`src/rtl/aim_camera_ctrl_if.sv`:
```
// aim_camera_ctrl_if: video timing, aim buttons, ball samples in; published camera out.
interface aim_camera_ctrl_if;
  logic [10:0] hcount_in;
  logic [9:0] vcount_in;
  logic left_in;
  logic right_in;
  logic aim_en_in;
  logic [15:0] ball_x_in;
  logic [15:0] ball_y_in;
  logic ball_valid_in;
  logic [15:0] ballx_out;
  logic [15:0] bally_out;
  logic [15:0] angle_out;
  logic frame_update_out;
  modport slave (
    input hcount_in, vcount_in, left_in, right_in, aim_en_in, ball_x_in, ball_y_in, ball_valid_in,
    output ballx_out, bally_out, angle_out, frame_update_out
  );
  modport master (
    output hcount_in, vcount_in, left_in, right_in, aim_en_in, ball_x_in, ball_y_in, ball_valid_in,
    input ballx_out, bally_out, angle_out, frame_update_out
  );
endinterface

```
`src/rtl/aim_camera_ctrl.sv`:
```
// aim_camera_ctrl: frame-synchronous camera heading/position publisher for the ground renderer.
module aim_camera_ctrl #(
  parameter int STEP_DEG = 1,
  parameter int HOLD_DELAY = 20,
  parameter int REPEAT_PERIOD = 3,
  parameter int INIT_ANGLE = 90,
  parameter int ACTIVE_H = 1280,
  parameter int ACTIVE_V = 720
) (
  input logic pixel_clk_in,
  input logic rst_n_in,
  aim_camera_ctrl_if.slave bus
);
  localparam int MAXC = HOLD_DELAY > REPEAT_PERIOD ? HOLD_DELAY : REPEAT_PERIOD;
  localparam int CW = $clog2(MAXC + 1);
  localparam logic [8:0] S9 = 9'(STEP_DEG);
  localparam logic [8:0] A0 = 9'(INIT_ANGLE);
  typedef enum logic [1:0] {IDLE, HOLD, REPEAT} state_t;
  if (STEP_DEG < 1 || STEP_DEG > 359) begin : g_bad_step
    $error("STEP_DEG must be 1..359");
  end
  if (HOLD_DELAY < 1 || REPEAT_PERIOD < 1) begin : g_bad_timing
    $error("HOLD_DELAY and REPEAT_PERIOD must be >= 1");
  end
  if (INIT_ANGLE < 0 || INIT_ANGLE > 359) begin : g_bad_init
    $error("INIT_ANGLE must be 0..359");
  end
  if (ACTIVE_H < 1 || ACTIVE_H > 2047 || ACTIVE_V < 1 || ACTIVE_V > 1023) begin : g_bad_raster
    $error("ACTIVE_H/ACTIVE_V exceed the timing counter widths");
  end
  logic [1:0] rst_q;
  logic rst_n;
  state_t state, state_n;
  logic [CW-1:0] cnt, cnt_n, cnt_inc, lim;
  logic [1:0] dir, dir_q, dir_n;
  logic [8:0] ang, ang_n, ang_inc, ang_dec;
  logic [9:0] sum;
  logic [15:0] sh_x, sh_y;
  logic fs, step;
  // Reset asserts immediately but releases only after two clean clock edges.
  always_ff @(posedge pixel_clk_in or negedge rst_n_in) begin
    if (!rst_n_in) rst_q <= 2'b00;
    else rst_q <= {rst_q[0], 1'b1};
  end
  assign rst_n = rst_q[1];
  assign fs = bus.hcount_in == 11'd0 && bus.vcount_in == 10'(ACTIVE_V);
  assign dir = {bus.right_in & ~bus.left_in, bus.left_in & ~bus.right_in};
  assign cnt_inc = cnt + 1'b1;
  assign lim = state == HOLD ? CW'(HOLD_DELAY) : CW'(REPEAT_PERIOD);
  assign sum = {1'b0, ang} + {1'b0, S9};
  assign ang_inc = sum >= 10'd360 ? 9'(sum - 10'd360) : sum[8:0];
  assign ang_dec = ang < S9 ? 9'({1'b0, ang} + 10'd360 - {1'b0, S9}) : ang - S9;
  assign ang_n = step ? (dir_n[0] ? ang_inc : ang_dec) : ang;
  always_comb begin
    state_n = state;
    cnt_n = cnt;
    dir_n = dir_q;
    step = 1'b0;
    if (fs) begin
      if (state == IDLE) begin
        if (dir != 2'b00 && bus.aim_en_in) begin
          step = 1'b1;
          cnt_n = '0;
          dir_n = dir;
          state_n = HOLD;
        end
      end else if (dir == 2'b00 || !bus.aim_en_in) begin
        cnt_n = '0;
        state_n = IDLE;
      end else if (dir != dir_q) begin
        step = 1'b1;
        cnt_n = '0;
        dir_n = dir;
        state_n = HOLD;
      end else if (cnt_inc == lim) begin
        step = 1'b1;
        cnt_n = '0;
        state_n = REPEAT;
      end else begin
        cnt_n = cnt_inc;
      end
    end
  end
  always_ff @(posedge pixel_clk_in or negedge rst_n) begin
    if (!rst_n) begin
      state <= IDLE;
      cnt <= '0;
      dir_q <= 2'b00;
      ang <= A0;
    end else begin
      state <= state_n;
      cnt <= cnt_n;
      dir_q <= dir_n;
      ang <= ang_n;
    end
  end
  // Outputs load on the fs edge, so a sample arriving with fs lands one frame later.
  always_ff @(posedge pixel_clk_in or negedge rst_n) begin
    if (!rst_n) begin
      sh_x <= '0;
      sh_y <= '0;
      bus.ballx_out <= '0;
      bus.bally_out <= '0;
      bus.angle_out <= {7'd0, A0};
      bus.frame_update_out <= 1'b0;
    end else begin
      if (bus.ball_valid_in) begin
        sh_x <= bus.ball_x_in;
        sh_y <= bus.ball_y_in;
      end
      if (fs) begin
        bus.ballx_out <= sh_x;
        bus.bally_out <= sh_y;
        bus.angle_out <= {7'd0, ang_n};
      end
      bus.frame_update_out <= fs;
    end
  end
endmodule

```
`src/flat_wrapper.sv`:
```
// flat-port wrapper written by rule: the top's interface ports become plain ports
module aim_camera_ctrl_flat 
#(
  parameter int STEP_DEG = 1,
  parameter int HOLD_DELAY = 20,
  parameter int REPEAT_PERIOD = 3,
  parameter int INIT_ANGLE = 90,
  parameter int ACTIVE_H = 1280,
  parameter int ACTIVE_V = 720
)
  (pixel_clk_in, rst_n_in, bus_hcount_in, bus_vcount_in, bus_left_in, bus_right_in, bus_aim_en_in, bus_ball_x_in, bus_ball_y_in, bus_ball_valid_in, bus_ballx_out, bus_bally_out, bus_angle_out, bus_frame_update_out);
  aim_camera_ctrl_if bus_i ();
  input logic pixel_clk_in;
  input logic rst_n_in;
  input wire logic [$bits(bus_i.hcount_in)-1:0] bus_hcount_in;
  input wire logic [$bits(bus_i.vcount_in)-1:0] bus_vcount_in;
  input wire logic [$bits(bus_i.left_in)-1:0] bus_left_in;
  input wire logic [$bits(bus_i.right_in)-1:0] bus_right_in;
  input wire logic [$bits(bus_i.aim_en_in)-1:0] bus_aim_en_in;
  input wire logic [$bits(bus_i.ball_x_in)-1:0] bus_ball_x_in;
  input wire logic [$bits(bus_i.ball_y_in)-1:0] bus_ball_y_in;
  input wire logic [$bits(bus_i.ball_valid_in)-1:0] bus_ball_valid_in;
  output wire logic [$bits(bus_i.ballx_out)-1:0] bus_ballx_out;
  output wire logic [$bits(bus_i.bally_out)-1:0] bus_bally_out;
  output wire logic [$bits(bus_i.angle_out)-1:0] bus_angle_out;
  output wire logic [$bits(bus_i.frame_update_out)-1:0] bus_frame_update_out;
  assign bus_i.hcount_in = bus_hcount_in;
  assign bus_i.vcount_in = bus_vcount_in;
  assign bus_i.left_in = bus_left_in;
  assign bus_i.right_in = bus_right_in;
  assign bus_i.aim_en_in = bus_aim_en_in;
  assign bus_i.ball_x_in = bus_ball_x_in;
  assign bus_i.ball_y_in = bus_ball_y_in;
  assign bus_i.ball_valid_in = bus_ball_valid_in;
  assign bus_ballx_out = bus_i.ballx_out;
  assign bus_bally_out = bus_i.bally_out;
  assign bus_angle_out = bus_i.angle_out;
  assign bus_frame_update_out = bus_i.frame_update_out;
  aim_camera_ctrl #(.STEP_DEG(STEP_DEG), .HOLD_DELAY(HOLD_DELAY), .REPEAT_PERIOD(REPEAT_PERIOD), .INIT_ANGLE(INIT_ANGLE), .ACTIVE_H(ACTIVE_H), .ACTIVE_V(ACTIVE_V)) u_core (.pixel_clk_in(pixel_clk_in), .rst_n_in(rst_n_in), .bus(bus_i));
endmodule
```
`config.mk`:
```
export PLATFORM = sky130hd
export DESIGN_NAME = aim_camera_ctrl_flat
export DESIGN_NICKNAME = d
export VERILOG_FILES = /design/src/rtl/aim_camera_ctrl_if.sv /design/src/rtl/aim_camera_ctrl.sv /design/src/flat_wrapper.sv
export SDC_FILE = /design/constraint.sdc
export NUM_CORES = 1
export LEC_CHECK = 0
export ABC_AREA = 1
export BUFFER_PORTS_ARGS = -buffer_cell sky130_fd_sc_hd__buf_2
export CAP_MARGIN = 0
export CORE_ASPECT_RATIO = 1.4
export CORE_MARGIN = 8
export CORE_UTILIZATION = 40
export DETAILED_ROUTE_END_ITERATION = 8
export GPL_TIMING_DRIVEN = 0
export SLEW_MARGIN = 20
export SYNTH_ARGS = -nofsm -noshare
export SYNTH_HDL_FRONTEND = slang
export SYNTH_SLANG_ARGS = --single-unit
export TNS_END_PERCENT = 1
```
`constraint.sdc`:
```
create_clock -name pixel_clk_in -period 4.8 [get_ports pixel_clk_in]
set_input_delay 0 -clock pixel_clk_in [delete_from_list [all_inputs] [get_ports pixel_clk_in]]
set_output_delay 0 -clock pixel_clk_in [all_outputs]
set_load 0.02 [all_outputs]
```
==> results.ini, run 1 <==
[cts]
cts_inserted_buffers=9
cts-resized-gates=0
cts_setup_buffers=0
cts_hold_buf=34
clkSinkCount=94
clk_pin_slew_ps=70
clock_path_buffers=2
cts.htree.levels=3
clk_latency_ps=340
cts_tree=done
clock_tree.root_cell=clkbuf_16

[critical_path]
start_kind=register
critical_path_class=register to register
crit_arrival_ps=2530
crit_required_ps=5030
endpoint_kind=register
rr_worst_depth=17
worst-path-max-fanout=6

[timing]
setup_violations=0
tightest_slew_ps=668.1
clock_skew_ps=7.696
min_period_ps=2296
slew_headroom_pct=55.46
rsz0062_at_grt=no
fmax_ghz=0.4355
tns_ps=0
finalHoldViolations=0
drv_slew=0
whs_ps=110.6
fin_crit_sh_pct=47.84

[routing]
dr.first_iter.drc_count=146
via_count=4273
final_antenna_net_count=0
drcViolationCount=0
drt-pass1-iter-count=4
viasPerCell=4.737
wl_per_cell_um=13.92
drt-total-wl_um=12550

[outcome]
status=complete, no violations

[yosys]
yosys.area.top_type=dfrtp_1
netlist_area_um2=4812
yosys_warnings=0
yosysTopAreaCellShare_pct=44.72
ys_seq_elements=94
synth_area_leaders=dfrtp_1 (45%), nand2_1 (13%), o21ai_0 (6.9%)
yosysUniqueCellTypes=36
seq_area_frac_synth_pct=49.09
synth_area_per_cell_um2=8.034
synthCells=599

[grt]
first_global_vias=4402
grt_pass1_wl_um=21210
grt_max_degree=49
grt.total_usage_pct=16.50
grt-ovfl-total=0
antenna_found_initial=0

[floorplan]
coreArea_um2=11760
die_h_um=145.8
die_area_um2=15850
rows=47
io_pins=108
start_util_pct=40.91
fp.dieW_um=108.7

[power_and_ir_drop]
power_uw=1641
irDropWorstVdd_mv=0.2169
power.leakage_uw=0.003282
power.density_nw_per_um2=266.0

[layout]
diodes=0
synthToLayoutAreaGrowth_pct=28.21
nNetsFinal=815
drive_above_1_share_pct=23.18
final_area_um2=6170

[place]
dp_hpwl_um=9277
portBuffers=99
place_congestion=0.8485
dpl-instance-area_um2=5545

[min_path]
min_path_cells=2
hp-class=input pin to register

[run]
drv_cap=0

-- cells by family (layout without fill, tap and decap cells) --
| group | count (synthesis) | after routing | share of synthesized area [%] |
|---|---|---|---|
| compound gates | 85 | 85 | 9.647 |
| other cells | 2 | 8 | 0.1561 |
| fa+ha+maj | 6 | 6 | 1.560 |
| flops | 94 | 94 | 49.09 |
| buf+inv | 109 | 259 | 9.464 |
| simple gates | 290 | 290 | 27.72 |
| xor+xnor | 13 | 13 | 2.366 |
-- worst max-delay path: stages, from the launching register on --
cell,delay (ps)
dfstp_2,580
ha_1,230
nand2_2,80
nor2_2,120
nand2_1,60
nand2_1,90
inv_1,70
ha_1,200
inv_1,60
nand3_1,80
o21ai_0,170
nand2_1,70
nand2_1,60
nand2_1,70
nand2_1,80
nand2_1,50
nand3_1,60
nand2_1,50
-- stage by stage --
stage          worst slack (ps)  util, %  instances
4_1_cts                    2465    52.46        902
3_5_place_dp               2483    47.15        852
6_report                   2504    52.46        902
2_1_floorplan              2002        -        605
5_1_grt                    2161    52.46        902
3_3_place_gp              968.3    46.88        851
-- synth_stat cells --
cell type	n
nand2_1	165
dfrtp_1	86
inv_1	78
o21ai_0	66
nand3_1	42
nor2_1	36
clkbuf_1	14
nand2_2	14
nand4_1	10
xor2_1	10
buf_4	8
dfstp_2	8
ha_1	6
inv_2	6
a21oi_1	5
nand2_4	5
nor2_2	5
a21boi_1	4
o21ai_1	4
a22o_1	3
nor2_4	3
xnor2_1	3
buf_6	2
conb_1	2
nor3_1	2
nor3_2	2
a21oi_4	1
a41oi_1	1
buf_2	1
nand3_2	1
nand3_4	1
nand3b_1	1
nor2_8	1
o31ai_1	1
or2_1	1
or2_2	1
-- registers in the layout, summed over array words and instances (netlist names) --
register	cells
u_core.bus.bally_out	16
u_core.ang	9
u_core.bus.frame_update_out	1
u_core.sh_y	16
u_core.rst_q	2
u_core.dir_q	2
u_core.cnt	5
u_core.bus.angle_out	9
u_core.sh_x	16
u_core.bus.ballx_out	16
u_core.state	2
-- final cells by class --
| class | count | area (µm²) |
|---|---|---|
| fillers | 1141 | 5592 |
| inverters | 84 | 315.3 |
| clock inverters | 6 | 55.05 |
| flip-flops and latches | 94 | 2366 |
| multi-input cells | 402 | 2017 |
| well taps | 147 | 183.9 |
| plain buffers | 25 | 140.1 |
| repair buffers | 134 | 863.3 |
| clock buffers | 10 | 229.0 |
-- routing by layer --
metal	track usage (%)	wire (µm)	part of all wire (%)
met5	0	0	0
met1	18.54	5180	41
met2	29.36	6551	52
met3	4.388	633	5.0
met4	4.674	187	1.5
-- cells in the final DEF, fill, tap and decap left out, drive strengths merged, types with 2 or more instances in the layout --
cell	instances
nor3	4
xnor2	3
dfstp	8
inv	88
a22o	3
dlygate4sd3	34
nand3	44
a21oi	6
or2	2
o21ai	70
nor2	45
xor2	10
conb	8
clkbuf	24
clkinvlp	2
ha	6
buf	111
a21boi	4
nand4	10
dfrtp	86
nand2	184
-- worst paths after layout --
path                                         from                 endpoint  slack, ps
worst max-delay path                u_core.ang[1]  u_core.bus.angle_out[7]       2500
worst min-delay path            bus_ball_valid_in           u_core.sh_y[4]        110
worst max register to register      u_core.ang[1]  u_core.bus.angle_out[7]       2500
worst min register to register    u_core.rst_q[1]  u_core.bus.bally_out[6]        360
max in group asynchronous         u_core.rst_q[1]          u_core.dir_q[1]       3770
min in group asynchronous         u_core.rst_q[1]  u_core.bus.bally_out[6]        360
-- report_power, final --
part / switching [µW] / leakage, µW / internal (µW)
clock: 326 / 0.000134 / 363
combinational: 63.3 / 0.00195 / 57.6
sequential: 14.3 / 0.00119 / 817
Note: power is estimated with default switching activity, not from simulation.
==> inputs of run 2 (changes only) <==
--- a/config.mk
+++ b/config.mk
@@ -5,7 +5,7 @@
 export SDC_FILE = /design/constraint.sdc
 export NUM_CORES = 1
 export LEC_CHECK = 0
-export ABC_AREA = 1
+export ABC_AREA = 0
 export BUFFER_PORTS_ARGS = -buffer_cell sky130_fd_sc_hd__buf_2
 export CAP_MARGIN = 0
 export CORE_ASPECT_RATIO = 1.4
==> constraint.sdc (replaced) <==
create_clock -name pixel_clk_in -period 1.95 [get_ports pixel_clk_in]
set_input_delay 0 -clock pixel_clk_in [delete_from_list [all_inputs] [get_ports pixel_clk_in]]
set_output_delay 0 -clock pixel_clk_in [all_outputs]
set_load 0.02 [all_outputs]
==> run 2 against run 1 <==
Effect of this change: the flow now finishes with violations (setup timing); synthesized cell count down 20%; non-clock buffer count up 24; fmax down 8.4%; clock power rose to 2.7 times the previous value; count of clock-buffer cells in the layout unchanged; sequential power up 150%.
==> results.ini, run 2 <==
[layout]
final_common_cell=nand2_1
seqCellArea_um2=2366  ; unchanged
nNetsFinal=713  ; -13%
drive_above_1_share_pct=36.45  ; +13 points
n_fill_cell=1050  ; -8.0%
final_cell_mix=nand2_1 (121), buf_2 (102), dfrtp_1 (85)
multi_input_area_um2=2417  ; +20%
final_area_um2=6525  ; +5.8%
synthToLayoutAreaGrowth_pct=37.35

[critical_path]
endpoint_kind=register
rr_worst_depth=9  ; -8
r2r-end=u_core.bus.angle_out[3]
slowest_stage=dfstp_2
cp_slowest_stage_delay_ps=560  ; -20 ps
r2r_slack_ps=-560  ; -3060 ps
crit_chain=buf_6 -> nand3_4 -> or4b_4 -> a31o_4 -> buf_4 -> a31oi_2 -> o41ai_1 -> and2_1 -> o31a_1
critical_path_class=register to register
crit_arrival_ps=2780  ; +250 ps
rr_startpoint=u_core.ang[1]
start_kind=register
crit_required_ps=2220  ; -2810 ps
worst-path-max-fanout=7  ; +1

[min_path]
hp-class=input pin to register
min_path_cells=3  ; +1
hp-start=bus_aim_en_in
min_to=u_core.state[0]

[yosys]
yosys_warnings=0  ; unchanged
yosysUniqueCellTypes=62  ; +72%
synth_area_leaders=dfrtp_1 (45%), nand2_1 (9.6%), mux2_2 (8.8%)
ys_seq_elements=94  ; unchanged
yosysTopAreaCellShare_pct=45.30  ; +0.58 points
netlist_area_um2=4751  ; -1.3%
ys_async_sr_fraction_pct=100.0  ; unchanged
synthCells=479  ; -20%
synth-main-ff-cell=dfrtp_1
synth_area_per_cell_um2=9.918  ; +23%
yosys.area.top_type=dfrtp_1
synth_edf_count=0  ; unchanged
synth_commonest_cells=nand2_1 (122), dfrtp_1 (86), mux2_2 (37), o21ai_0 (16), nor2_1 (15)
seq_area_frac_synth_pct=49.72  ; +0.63 points
yosysMostFrequentCell=nand2_1

[cts]
clock_path_buffers=2  ; unchanged
clkSinkCount=94  ; unchanged
cts.htree.levels=3  ; unchanged
clock_tree.root_cell=clkbuf_16
cts_inserted_buffers=9  ; unchanged
cts_tree=done
clk_pin_slew_ps=70  ; about the same
clk_latency_ps=350  ; about the same

[floorplan]
rows=47  ; unchanged
io_pins=108  ; unchanged
die_h_um=145.0  ; -0.57%
coreArea_um2=11700  ; -0.50%
fp.dieW_um=108.1  ; -0.55%
die_area_um2=15670  ; -1.1%
start_util_pct=40.60  ; -0.32 points

[routing]
drt-pass1-iter-count=4  ; unchanged
via_count=4176  ; -2.3%
drt-total-wl_um=13190  ; +5.1%
viasPerCell=5.213  ; +10%
final_antenna_net_count=0  ; unchanged
dr.first_iter.drc_count=197  ; +35%
wl_per_cell_um=16.47  ; +18%
drcViolationCount=0  ; unchanged

[timing]
worst_slack_ps=-556.2  ; -3060 ps
rsz0062_at_grt=yes
clock_skew_ps=7.249  ; -0.4472 ps
fmax_ghz=0.3990  ; -8.4%
tns_ps=-7428  ; -7428 ps
slew_headroom_pct=50.20  ; -5.3 points
drv_slew=0  ; unchanged
finalHoldViolations=0  ; unchanged
fin_crit_sh_pct=128.5  ; +81 points
min_period_ps=2506  ; +210.0 ps
tightest_slew_ps=740.6  ; +72.51 ps
whs_ps=30.51  ; -80.10 ps
setup_violations=24  ; +24

[grt]
grt_max_degree=54  ; +10%
grt_pass1_wl_um=21690  ; +2.2%
grt-ovfl-total=0  ; unchanged
first_global_vias=4565  ; +3.7%
antenna_found_initial=0  ; unchanged
grt.total_usage_pct=17.23  ; +0.72 points

[place]
place_congestion=0.8614  ; +1.5%
portBuffers=99  ; unchanged
dp_hpwl_um=9621  ; +3.7%
dpl-instance-area_um2=5484  ; -1.1%

[outcome]
status=finished, violations left
violations=setup timing

[power_and_ir_drop]
power.density_nw_per_um2=642.6  ; +140%
p_int_uw=3243  ; +160%
netSwitchingPower_uw=949.5  ; +140%
power.leakage_uw=0.003082  ; -6.1%
power_frac_clock_pct=43.9  ; +1.9 points
irDropWorstVdd_mv=0.5807  ; +170%
combPwrFrac_pct=6.7  ; -0.7 points
netSwitchingFraction_pct=22.65  ; -2.0 points
seqPwrFrac_pct=49.3  ; -1.3 points

[run]
drv_cap=0  ; unchanged

[run 2: changes by cell type in the layout (fill, tap and decap cells not counted), sizes merged, moves of 9 or more]
cell,change
buf,+22
o21ai,-53
mux2,+37
nand3,-32
a31oi,+9
nor2,-28
nand2,-62
inv,-76
[run 2: cells by family (layout without fill, tap and decap cells)]
family / count (synthesis) / in the layout / synth area share, %
AOI/OAI and AO/OA: 75 / 75 / 11.59
xor gates and xnor gates: 13 / 13 / 2.397
adders and majority gates: 6 / 6 / 1.580
buffers and inverters: 40 / 208 / 4.082
DFF: 94 / 94 / 49.72
muxes: 41 / 41 / 9.613
other: 2 / 9 / 0.1581
and+or+nand+nor: 208 / 208 / 20.86
[run 2: worst max-delay path, delay by kind of cell (launching register included)]
kind | cells | cell delay [ps]
buffers and inverters | 2 | 280
DFF | 1 | 560
AOI/OAI and AO/OA | 4 | 820
and+or+nand+nor | 3 | 790
[run 2: routing by layer]
metal / up-vias / GRT usage [%] / wire [µm]
met3: 41 / 4.433 / 689
li1: 2006 / - / -
met5: - / 0 / 0
met2: 129 / 30.62 / 7097
met1: 2000 / 17.87 / 4955
met4: 0 / 8.780 / 448
[run 2: final cells by class]
class / count / area share [%]
Multi-Input combinational cell: 351 / 37.05
Sequential cell: 94 / 36.26
Timing Repair Buffer: 154 / 15.97
Clock buffer: 10 / 3.663
Tap cell: 147 / 2.819
Buffer: 29 / 2.512
Clock inverter: 6 / 1.170
Inverter: 9 / 0.5177
Antenna cell: 1 / 0.03835
[run 2: repair_timing]
| item | in CTS | in global routing |
|---|---|---|
| pin swaps | 11 | 14 |
| hold buffers | 38 | 1 |
| setup endpoints to repair | 44 | 53 |
| endpoints found under the hold margin | 35 | 1 |
| setup buffers | 13 | 2 |
| resized for setup | 36 | 16 |
[run 2: through the flow]
stage	setup slack [ps]	util, %	instances	total power (µW)
3_5_place_dp	-970.0	46.86	732	2329
2_1_floorplan	-576.0	-	485	2226
6_report	-556.2	55.76	801	4193
3_3_place_gp	-949.7	46.61	731	2310
4_1_cts	-566.5	54.75	797	4217
5_1_grt	-639.4	55.74	800	4334
[run 2: worst max path at each step]
stage | start | end | cells past startpoint
after floorplan | u_core.ang[3] | u_core.ang[7] | 11
after global placement | u_core.ang[3] | u_core.bus.angle_out[7] | 11
after detailed placement | u_core.ang[3] | u_core.bus.angle_out[7] | 11
after CTS | u_core.ang[0] | u_core.bus.angle_out[5] | 8
after global routing | u_core.ang[0] | u_core.bus.angle_out[3] | 9
final | u_core.ang[1] | u_core.bus.angle_out[3] | 9
[run 2: power groups by stage]
stage	clock [µW]	sequential, µW	combinational, µW
5_1_grt	1940	2080	311
3_5_place_dp	0	2110	223
6_report	1840	2070	282
3_3_place_gp	0	2120	189
4_1_cts	1870	2070	279
2_1_floorplan	0	2110	121
==> inputs of run 3 (changes only) <==
--- a/config.mk
+++ b/config.mk
@@ -13,8 +13,9 @@
 export CORE_UTILIZATION = 40
 export DETAILED_ROUTE_END_ITERATION = 8
 export GPL_TIMING_DRIVEN = 0
+export SETUP_SLACK_MARGIN = 0.5
 export SLEW_MARGIN = 20
 export SYNTH_ARGS = -nofsm -noshare
 export SYNTH_HDL_FRONTEND = slang
 export SYNTH_SLANG_ARGS = --single-unit
-export TNS_END_PERCENT = 1
+export TNS_END_PERCENT = 20
==> run 3 against run 2 <==
Effect of this change: the run still ends with setup timing left; combinational power up 6%; hold slack better by 0.79 ps; clock power down 7%; via count up 1.4%; cell count up 0.87%; largest cell class unchanged; largest power group unchanged.
==> results.ini, run 3 (synthesized netlist as in run 2, its figures left out) <==
[timing]
finalHoldViolations=0  ; unchanged
min_period_ps=2631  ; +124.5 ps
rsz0062_at_grt=yes
fin_crit_sh_pct=134.9  ; +6.4 points
drv_slew=0  ; unchanged
fmax_ghz=0.3801  ; -4.7%
slew_headroom_pct=56.19  ; +6.0 points
clock_skew_ps=7.245  ; -0.003910 ps
tightest_slew_ps=657.2  ; -83.42 ps
worst_slack_ps=-680.6  ; -124.5 ps
setup_violations=23  ; -4.2%

[floorplan]
fp.dieW_um=108.1  ; unchanged
die_area_um2=15670  ; unchanged
coreArea_um2=11700  ; unchanged
io_pins=108  ; unchanged
die_h_um=145.0  ; unchanged
start_util_pct=40.60  ; unchanged
rows=47  ; unchanged

[cts]
clock_path_buffers=2  ; unchanged
cts_tree=done
clkSinkCount=94  ; unchanged
clk_pin_slew_ps=70  ; about the same
cts.htree.levels=3  ; unchanged
cts_inserted_buffers=9  ; unchanged
clk_latency_ps=340  ; about the same
clock_tree.root_cell=clkbuf_16

[grt]
grt-ovfl-total=0  ; unchanged
grt.total_usage_pct=17.52  ; +0.29 points
first_global_vias=4520  ; -0.99%
grt_max_degree=59  ; +9.3%
antenna_found_initial=0  ; unchanged
grt_pass1_wl_um=22250  ; +2.6%

[critical_path]
cp_slowest_stage_delay_ps=500  ; -60 ps
worst-path-max-fanout=6  ; -1
crit_required_ps=2180  ; -40 ps
start_kind=register
endpoint_kind=register
crit_family=compound AO/OA/AOI/OAI gates
crit_arrival_ps=2860  ; +80 ps
critical_path_class=register to register
cp_common_cell=o31a_1
worst-path-buf-inv=1  ; -1
slowest_stage=or4b_4
crit_chain=ha_2 -> buf_6 -> nor3b_4 -> or4b_4 -> a31o_4 -> a31oi_4 -> mux2i_2 -> o31a_1 -> o31a_1

[routing]
viasPerCell=5.240  ; +0.51%
drt-total-wl_um=13580  ; +3.0%
via_count=4234  ; +1.4%
wl_per_cell_um=16.81  ; +2.1%
drt-pass1-iter-count=6  ; +2
dr.first_iter.drc_count=148  ; -25%
final_antenna_net_count=0  ; unchanged
drcViolationCount=0  ; unchanged

[outcome]
status=finished, violations left
violations=setup timing

[power_and_ir_drop]
netSwitchingFraction_pct=22.99  ; +0.35 points
seqPwrFrac_pct=50.5  ; +1.2 points
combPwrFrac_pct=7.3  ; +0.6 points
power.leakage_uw=0.003145  ; +2.0%
power_frac_clock_pct=42.2  ; -1.7 points
power.density_nw_per_um2=608.7  ; -5.3%
netSwitchingPower_uw=939.5  ; -1.1%
irDropWorstVdd_mv=0.5143  ; -11%
p_int_uw=3147  ; -3.0%

[min_path]
hp-class=input pin to register

[layout]
final_util_pct=57.36  ; +1.6 points
nNetsFinal=721  ; +1.1%
drive_above_1_share_pct=40.24  ; +3.8 points
final_cell_mix=nand2_1 (119), buf_2 (101), dfrtp_1 (84)
diodes=0  ; -1
n_fill_cell=1038  ; -1.1%
final_common_cell=nand2_1
synthToLayoutAreaGrowth_pct=41.30

[place]
dp_hpwl_um=9533  ; -0.92%
pre_cts_slack_ps=-881.3  ; +88.78 ps
portBuffers=99  ; unchanged
place_congestion=0.8628  ; +0.16%

[run]
drv_cap=0  ; unchanged

run 3: power groups by stage:
stage | clock network (µW) | registers (µW) | logic [µW]
floorplan | 0 | 2110 | 121
global placement | 0 | 2120 | 187
detailed placement | 0 | 2100 | 225
CTS | 1760 | 2070 | 287
global route | 1830 | 2080 | 325
finish | 1720 | 2070 | 298
run 3: routing by layer:
layer  wire length [µm]  GRT usage (%)  up-vias
met2               7229          30.31      136
met3                792          5.009       30
met5                  0              0        -
met4                393          8.641        0
li1                   -              -     2017
met1               5165          18.72     2051
run 3: stage by stage:
step | hold WS, ps | std cells | setup TNS [ps] | area [µm²] | total power [µW]
after CTS | 23.88 | 801 | -7644 | 6511 | 4116
after floorplan | -295.6 | 485 | -6011 | 4797 | 2227
final | 31.30 | 808 | -7888 | 6713 | 4086
after detailed placement | -213.5 | 732 | -27810 | 5504 | 2328
after global routing | 41.84 | 808 | -9886 | 6713 | 4231
after global placement | -215.3 | 731 | -26480 | 5477 | 2308
run 3: repair_timing:
item	4_1_cts	5_1_grt
setup endpoints to repair	58	56
pin swaps	16	19
hold buffers	39	0
resized for setup	53	39
hold endpoints to repair	35	0
setup buffers	14	7
run 3: worst paths after layout:
check | end | startpoint | cells after the start | slack (ps)
worst min register to register | u_core.bus.ballx_out[8] | u_core.rst_q[1] | 0 | 290
min in group asynchronous | u_core.bus.ballx_out[8] | u_core.rst_q[1] | 0 | 290
worst min-delay path | u_core.state[0] | bus_aim_en_in | 3 | 30
max in group asynchronous | u_core.ang[1] | u_core.rst_q[1] | 1 | 950
worst max register to register | u_core.bus.angle_out[5] | u_core.ang[0] | 9 | -680
worst max-delay path | u_core.bus.angle_out[5] | u_core.ang[0] | 9 | -680
run 3: final cells by class:
type / count / area, µm² / share of cell area [%]
multi-input cells: 351 / 2539 / 37.82
flip-flops and latches: 94 / 2367 / 35.27
repair buffers: 160 / 1082 / 16.12
clock buffers: 11 / 252.7 / 3.765
plain buffers: 31 / 209.0 / 3.113
well taps: 147 / 183.9 / 2.740
clock inverters: 5 / 41.29 / 0.6151
inverters: 9 / 37.54 / 0.5592
run 3: worst reg2reg max path: cells and delay by family (launching register included):
family / cells / cell delay, ps
compound gates: 4 / 1030
flops: 1 / 390
mux: 1 / 110
simple gates: 2 / 690
buf+inv: 1 / 130
fa+ha+maj: 1 / 190
